$ cat src/rtl/mips_pkg.sv
// mips_pkg: shared encodings for the 5-stage MIPS core.
//   - ALUOp values produced by the decode controller (0 = none)
//   - jump_pre_Op encodings
//   - bit positions inside the 9-bit control bundle
//   - REG_RA, the link register index used by jal/jalr
package mips_pkg;

  localparam logic [3:0] ALU_NONE = 4'd0;
  localparam logic [3:0] ALU_ADD  = 4'd1;
  localparam logic [3:0] ALU_SUB  = 4'd2;
  localparam logic [3:0] ALU_AND  = 4'd3;
  localparam logic [3:0] ALU_OR   = 4'd4;
  localparam logic [3:0] ALU_XOR  = 4'd5;
  localparam logic [3:0] ALU_NOR  = 4'd6;
  localparam logic [3:0] ALU_SLT  = 4'd7;
  localparam logic [3:0] ALU_SLL  = 4'd8;
  localparam logic [3:0] ALU_SRL  = 4'd9;
  localparam logic [3:0] ALU_BEQ  = 4'd10;
  localparam logic [3:0] ALU_BNE  = 4'd11;

  localparam logic [1:0] JP_NONE   = 2'd0;
  localparam logic [1:0] JP_JR     = 2'd1;  // jr / jalr
  localparam logic [1:0] JP_BRANCH = 2'd2;  // beq / bne
  localparam logic [1:0] JP_J      = 2'd3;  // j / jal

  localparam int unsigned CTRL_W = 9;

  // Control bundle bit positions (MSB first in the packed vector).
  localparam int unsigned CTRL_M_RT_RD       = 8;  // 1: dest = rd
  localparam int unsigned CTRL_M_ALU_PC8     = 7;
  localparam int unsigned CTRL_MEM_WE        = 6;
  localparam int unsigned CTRL_M_RT2_IMM     = 5;  // 1: ALU operand B = imm (rt unused)
  localparam int unsigned CTRL_REG_WE        = 4;
  localparam int unsigned CTRL_M_DTLH_ALUPC8 = 3;  // 0: writeback from memory (load)
  localparam int unsigned CTRL_M_R_31        = 2;  // 1: dest = $ra
  localparam int unsigned CTRL_M_DT_LH       = 1;
  localparam int unsigned CTRL_M_DT_SH       = 0;

  localparam logic [4:0] REG_RA = 5'd31;

endpackage

$ cat src/rtl/load_use_detector.sv
// load_use_detector: combinational load-use hazard check between the instruction in EX and
// the one in ID.
// Ports:
//   i_ex_valid, i_ex_reg_we, i_ex_from_alu : EX slot status / writeback source
//   i_ex_wr_reg                            : EX destination register
//   i_id_valid, i_id_rs, i_id_rt           : ID instruction and its source indices
//   i_id_uses_rt                           : ID actually reads rt (R-type operand or store data)
//   o_load_use                             : ID must wait one cycle for the load result
module load_use_detector #(
  parameter int unsigned RW = 5
) (
  input  logic          i_ex_valid,
  input  logic          i_ex_reg_we,
  input  logic          i_ex_from_alu,
  input  logic [RW-1:0] i_ex_wr_reg,
  input  logic          i_id_valid,
  input  logic [RW-1:0] i_id_rs,
  input  logic [RW-1:0] i_id_rt,
  input  logic          i_id_uses_rt,
  output logic          o_load_use
);

  logic w_ex_is_load;
  logic w_match;

  // A load writes a register whose value only arrives from memory; $0 never creates a hazard.
  assign w_ex_is_load = i_ex_valid & i_ex_reg_we & ~i_ex_from_alu & (i_ex_wr_reg != '0);
  assign w_match      = (i_ex_wr_reg == i_id_rs) | ((i_ex_wr_reg == i_id_rt) & i_id_uses_rt);
  assign o_load_use   = w_ex_is_load & i_id_valid & w_match;

endmodule

$ cat src/rtl/id_ex_stage.sv
// id_ex_stage: ID/EX pipeline register with load-use hazard detection.
// Captures the decode control bundle and ID operands each cycle (1-cycle latency). Priority per
// edge: mem_stall holds everything > ex_flush bubble > load-use bubble > capture.
// A bubble clears valid and all control fields; data registers simply hold.
// Ports: clk/rst (async active-low); id_* inputs from decode; ex_flush / mem_stall from later
// stages; ex_* registered outputs to EX; hazard_stall (comb.) freezes PC and IF/ID;
// bubble_cnt / flush_cnt perf counters.
// Build option: define ID_EX_PERF_EN to implement the perf counters (otherwise tied to 0).
module id_ex_stage
  import mips_pkg::*;
#(
  parameter int unsigned DW    = 32,
  parameter int unsigned RW    = 5,
  parameter int unsigned CNT_W = 32
) (
  input  logic              clk,
  input  logic              rst,
  input  logic              id_valid,
  input  logic [3:0]        id_ALUOp,
  input  logic [CTRL_W-1:0] id_ctrl,
  input  logic [1:0]        id_jump_pre_Op,
  input  logic [DW-1:0]     id_pc8,
  input  logic [DW-1:0]     id_rs_data,
  input  logic [DW-1:0]     id_rt_data,
  input  logic [DW-1:0]     id_imm,
  input  logic [4:0]        id_shamt,
  input  logic [RW-1:0]     id_rs,
  input  logic [RW-1:0]     id_rt,
  input  logic [RW-1:0]     id_rd,
  input  logic              ex_flush,
  input  logic              mem_stall,
  output logic              ex_valid,
  output logic [3:0]        ex_ALUOp,
  output logic [CTRL_W-1:0] ex_ctrl,
  output logic [1:0]        ex_jump_pre_Op,
  output logic [DW-1:0]     ex_pc8,
  output logic [DW-1:0]     ex_rs_data,
  output logic [DW-1:0]     ex_rt_data,
  output logic [DW-1:0]     ex_imm,
  output logic [4:0]        ex_shamt,
  output logic [RW-1:0]     ex_rs,
  output logic [RW-1:0]     ex_rt,
  output logic [RW-1:0]     ex_wr_reg,
  output logic              hazard_stall,
  output logic [CNT_W-1:0]  bubble_cnt,
  output logic [CNT_W-1:0]  flush_cnt
);

  logic              r_valid;
  logic [3:0]        r_alu_op;
  logic [CTRL_W-1:0] r_ctrl;
  logic [1:0]        r_jop;
  logic [DW-1:0]     r_pc8, r_rs_data, r_rt_data, r_imm;
  logic [4:0]        r_shamt;
  logic [RW-1:0]     r_rs, r_rt, r_wr_reg;

  logic              w_load_use;
  logic              w_id_uses_rt;
  logic [RW-1:0]     w_id_wr_reg;

  // rt is a real source unless the immediate replaces it; stores still read rt as data.
  assign w_id_uses_rt = ~id_ctrl[CTRL_M_RT2_IMM] | id_ctrl[CTRL_MEM_WE];

  always_comb begin
    w_id_wr_reg = id_rt;
    if (id_ctrl[CTRL_M_R_31]) begin
      w_id_wr_reg = RW'(REG_RA);
    end else if (id_ctrl[CTRL_M_RT_RD]) begin
      w_id_wr_reg = id_rd;
    end
  end

  load_use_detector #(
    .RW (RW)
  ) u_load_use_detector (
    .i_ex_valid    (r_valid),
    .i_ex_reg_we   (r_ctrl[CTRL_REG_WE]),
    .i_ex_from_alu (r_ctrl[CTRL_M_DTLH_ALUPC8]),
    .i_ex_wr_reg   (r_wr_reg),
    .i_id_valid    (id_valid),
    .i_id_rs       (id_rs),
    .i_id_rt       (id_rt),
    .i_id_uses_rt  (w_id_uses_rt),
    .o_load_use    (w_load_use)
  );

  // While mem_stall the whole stage is frozen, so requesting a stall upstream is redundant.
  assign hazard_stall = w_load_use & ~ex_flush & ~mem_stall;

  always_ff @(posedge clk or negedge rst) begin
    if (!rst) begin
      r_valid   <= 1'b0;
      r_alu_op  <= '0;
      r_ctrl    <= '0;
      r_jop     <= '0;
      r_pc8     <= '0;
      r_rs_data <= '0;
      r_rt_data <= '0;
      r_imm     <= '0;
      r_shamt   <= '0;
      r_rs      <= '0;
      r_rt      <= '0;
      r_wr_reg  <= '0;
    end else if (!mem_stall) begin
      if (ex_flush || w_load_use) begin
        r_valid  <= 1'b0;
        r_alu_op <= '0;
        r_ctrl   <= '0;
        r_jop    <= '0;
      end else begin
        r_valid   <= id_valid;
        r_alu_op  <= id_valid ? id_ALUOp : '0;
        r_ctrl    <= id_valid ? id_ctrl : '0;
        r_jop     <= id_valid ? id_jump_pre_Op : '0;
        r_pc8     <= id_pc8;
        r_rs_data <= id_rs_data;
        r_rt_data <= id_rt_data;
        r_imm     <= id_imm;
        r_shamt   <= id_shamt;
        r_rs      <= id_rs;
        r_rt      <= id_rt;
        r_wr_reg  <= w_id_wr_reg;
      end
    end
  end

`ifdef ID_EX_PERF_EN
  logic [CNT_W-1:0] r_bubble_cnt;
  logic [CNT_W-1:0] r_flush_cnt;

  always_ff @(posedge clk or negedge rst) begin
    if (!rst) begin
      r_bubble_cnt <= '0;
      r_flush_cnt  <= '0;
    end else if (!mem_stall) begin
      if (ex_flush) begin
        if (id_valid) begin
          r_flush_cnt <= r_flush_cnt + 1'b1;
        end
      end else if (w_load_use) begin
        r_bubble_cnt <= r_bubble_cnt + 1'b1;
      end
    end
  end

  assign bubble_cnt = r_bubble_cnt;
  assign flush_cnt  = r_flush_cnt;
`else
  assign bubble_cnt = '0;
  assign flush_cnt  = '0;
`endif

  assign ex_valid       = r_valid;
  assign ex_ALUOp       = r_alu_op;
  assign ex_ctrl        = r_ctrl;
  assign ex_jump_pre_Op = r_jop;
  assign ex_pc8         = r_pc8;
  assign ex_rs_data     = r_rs_data;
  assign ex_rt_data     = r_rt_data;
  assign ex_imm         = r_imm;
  assign ex_shamt       = r_shamt;
  assign ex_rs          = r_rs;
  assign ex_rt          = r_rt;
  assign ex_wr_reg      = r_wr_reg;

endmodule

$ cat config.mk
export PLATFORM = sky130hd
export DESIGN_NAME = id_ex_stage
export DESIGN_NICKNAME = d
export VERILOG_FILES = /design/src/rtl/mips_pkg.sv /design/src/rtl/load_use_detector.sv /design/src/rtl/id_ex_stage.sv
export SDC_FILE = /design/constraint.sdc
export NUM_CORES = 1
export LEC_CHECK = 0
export CAP_MARGIN = 0
export CELL_PAD_IN_SITES_DETAIL_PLACEMENT = 1
export CELL_PAD_IN_SITES_GLOBAL_PLACEMENT = 1
export CORE_MARGIN = 8
export CORE_UTILIZATION = 31
export DETAILED_ROUTE_END_ITERATION = 10
export PLACE_DENSITY = 0.9
export SYNTH_ARGS = -nofsm -noshare
export SYNTH_HDL_FRONTEND = slang
export SYNTH_SLANG_ARGS = --single-unit
$ cat constraint.sdc
create_clock -name clk -period 2.2 [get_ports clk]
set_input_delay 0.66 -clock clk [delete_from_list [all_inputs] [get_ports clk]]
set_output_delay 0.66 -clock clk [all_outputs]
set_load 0.03 [all_outputs]
==> results.yml <==
global_route:
  grt_max_degree: 48
  grt_overflow_total: 0
  grt_pass1_wl_um: 36000
  antenna_found_initial: 0
  track_usage: 0.159
  grt_pass1_vias: 5650
final_layout:
  layout.nets: 986
  layout-drive-gt1-share: 0.288
  final_util: 0.487
  antennaDiodeCount: 0
  stdcell_count: 1155
  synthToLayoutAreaGrowth_pct: 55.4
synthesis:
  netlist.area_leader.share: 0.542
  yosys_warnings: 0
  synth_area_leaders: "dfrtp_1 54%, mux2_4 29%, buf_4 6.5%"
  synth_cells: 451
  synth_cell_types: 28
  synth_ff_type: "dfrtp_1"
  ys_seq_area_frac: 0.542
  synth_area_per_cell_um2: 16.8
  async_flop_share: 1.00
  syn_area_um2: 7580
  synth_edf_count: 0
  ys_ff_latch: 164
  synth_top_area_cell: "dfrtp_1"
min_path:
  min-delay-path-class: "primary input to async pin"
power_and_ir_drop:
  pwr-share-comb: 0.327
  finalPower_w: 0.00994
  ir_drop_v: 0.000419
  intPower_w: 0.00660
  p_leak_nw: 5.39
  power_frac_seq: 0.375
  p_clk_frac: 0.298
  switchingPower_w: 0.00334
  swShare: 0.336
  power_density_nw_per_um2: 844
worst_setup_path:
  cp-start-kind: "primary input"
  worstPathRequired_ns: 1.54
  critPathKind: "primary input to primary output"
  cp-end-kind: "primary output"
  max_stage_delay_ns: 0.23
  cp.arrival_ns: 1.79
  cp_max_fo: 2
  worstPathCellList: "clkdlybuf4s15_2, xnor2_2, nand3_1, o22ai_2, and3_4, buf_12"
  slowest_stage: "o22ai_2"
flow_run:
  maxCapViolCount: 0
cts:
  clk_pin_slew_ns: 0.08
  ctsHoldBuffers: 0
  clk_latency_ns: 0.41
  cts_tree: "built"
  cts_root_buffer: "clkbuf_16"
  cts_inserted_buffers: 17
  cts_max_path_buffers: 2
  ctsHtreeMaxLevel: 4
  numClockSinks: 164
sta:
  final_hold_viol_count: 0
  finalCritPeriodShare: 1.12
  finalSetupViolations: 1
  slew_violations: 0
  fin_worst_skew_ns: 0.0111
  min_period_ns: 2.45
  grt_setup_unrepaired: "true"
  finalWorstSetupSlack_ns: -0.255
  max_freq_mhz: 407
  finalSetupTns_ns: -0.255
placement:
  place.gp.congestion: 0.739
  numPortBuffers: 332
  hpwl_um: 19600
  dp.cells: 1121
detailed_routing:
  drtIter0Drc: 198
  totalWireLength_um: 24500
  vias: 4852
  antenna_left: 0
  first_pass_iters: 4
  drc_errors: 0
  routed_via_density: 4.20
  wl_per_cell_um: 21.2
die:
  dieArea_um2: 29700
  initial_core_util: 0.313
  core_area_um2: 24200
  pin_count: 397
  chipWidth_um: 172
  core.rowCount: 57
  die_h_um: 172
status:
  violations: "setup timing"
  outcome: "finished, violations left"
==> synth_stat cells (2+ instances only) <==
cell      instances
xnor2_1          10
a32o_1           15
dfrtp_1         164
nor2b_1           5
a211o_1           5
clkbuf_1          3
mux2_2            4
buf_4            66
buf_6             2
mux2_4          144
nor2_1            2
buf_12           15
==> worst max-delay path: cells and delay by family <==
| family | cells | cell delay, ns |
|---|---|---|
| AND/OR/NAND/NOR | 2 | 0.36 |
| buffers and inverters | 2 | 0.34 |
| AO/OA/AOI/OAI | 1 | 0.23 |
| XOR/XNOR | 1 | 0.20 |
==> per-stage QoR <==
stage	setup slack, ns	hold slack (ns)	area, um^2
floorplan	0.0351	0.364	7810
global placement	-0.558	0.472	11100
detailed placement	-0.599	0.488	11100
CTS	-0.230	0.164	11700
global route	-0.334	0.178	11800
finish	-0.255	0.163	11800
==> final timing paths <==
kind,from,end,slack (ns),cells past startpoint
min,rst,ex_rt_data[13]$_DFFE_PN0P_,0.16,1
min reg2reg,ex_ctrl[2]$_DFFE_PN0N_,ex_ctrl[2]$_DFFE_PN0N_,0.49,1
max,id_rs[2],hazard_stall,-0.25,6
max in group asynchronous,rst,ex_jump_pre_Op[1]$_DFFE_PN0N_,1.38,2
max reg2reg,ex_wr_reg[2]$_DFFE_PN0P_,ex_rs_data[4]$_DFFE_PN0P_,0.10,8
min in group clk,ex_ctrl[2]$_DFFE_PN0N_,ex_ctrl[2]$_DFFE_PN0N_,0.49,1
==> cell type report <==
cell class,instances,area (um^2)
Tap cell,324,405
Inverter,1,3.75
Timing Repair Buffer,374,3780
Sequential cell,164,4110
Fill cell,2430,12400
Clock inverter,14,148
Multi-Input combinational cell,260,2890
Clock buffer,18,439
==> cells in the final DEF, fill, tap and decap left out <==
master,Yosys,routed
a211o_1,5,5
a21boi_4,1,1
a21oi_2,0,1
a22o_1,1,1
a32o_1,15,15
and3_4,0,1
buf_12,15,11
buf_4,66,31
buf_6,2,2
clkbuf_16,0,17
clkbuf_2,0,1
clkbuf_8,0,1
clkdlybuf4s15_1,0,1
clkdlybuf4s15_2,0,2
clkdlybuf4s50_1,0,290
clkinv_4,0,2
clkinv_8,0,2
conb_1,1,64
dfrtp_1,164,160
dfrtp_2,0,4
dlygate4sd2_1,0,22
dlymetal6s2s_1,0,14
inv_1,1,1
inv_6,0,6
inv_8,0,4
mux2_2,4,4
mux2_4,144,144
nand2_1,1,1
nand3_1,1,1
nand4_1,1,1
nand4b_1,1,1
nor2_1,2,2
nor2b_1,5,5
nor3_1,1,1
o21ai_2,0,1
o22ai_2,1,1
xnor2_1,10,7
xnor2_2,0,3
==> per-layer routing <==
layer	GRT usage	share of wire	wire length [um]	vias to the layer above
li1	-	-	-	2176
met1	0.176	0.37	9150	2463
met2	0.294	0.54	13200	199
met3	0.0477	0.078	1920	14
met4	0.0375	0.0099	243	0
met5	0	0	0	-
==> what timing repair did <==
action	4_1_cts	5_1_grt
pin swaps	7	5
resized for setup	35	23
endpoints found under the setup margin	72	19
buffers inserted	2	0
==> power groups by stage <==
stage               logic [W]  clock network [W]  registers (W)
finish                0.00325            0.00296        0.00373
global route          0.00340            0.00317        0.00378
detailed placement    0.00330                  0        0.00377
floorplan             0.00106                  0        0.00457
CTS                   0.00329            0.00305        0.00372
global placement      0.00324                  0        0.00373
==> cells by family (layout without fill, tap and decap cells) <==
kind of cell / Yosys count / in the layout / share of synthesized area
other: 1 / 64 / 0.000495
flip-flops: 164 / 164 / 0.542
buffers and inverters: 90 / 407 / 0.113
AND/OR/NAND/NOR: 13 / 13 / 0.00974
AO/OA/AOI/OAI: 25 / 25 / 0.0322
XOR/XNOR: 10 / 10 / 0.0116
multiplexers: 148 / 148 / 0.291
Power figures use the tool's default switching activity.
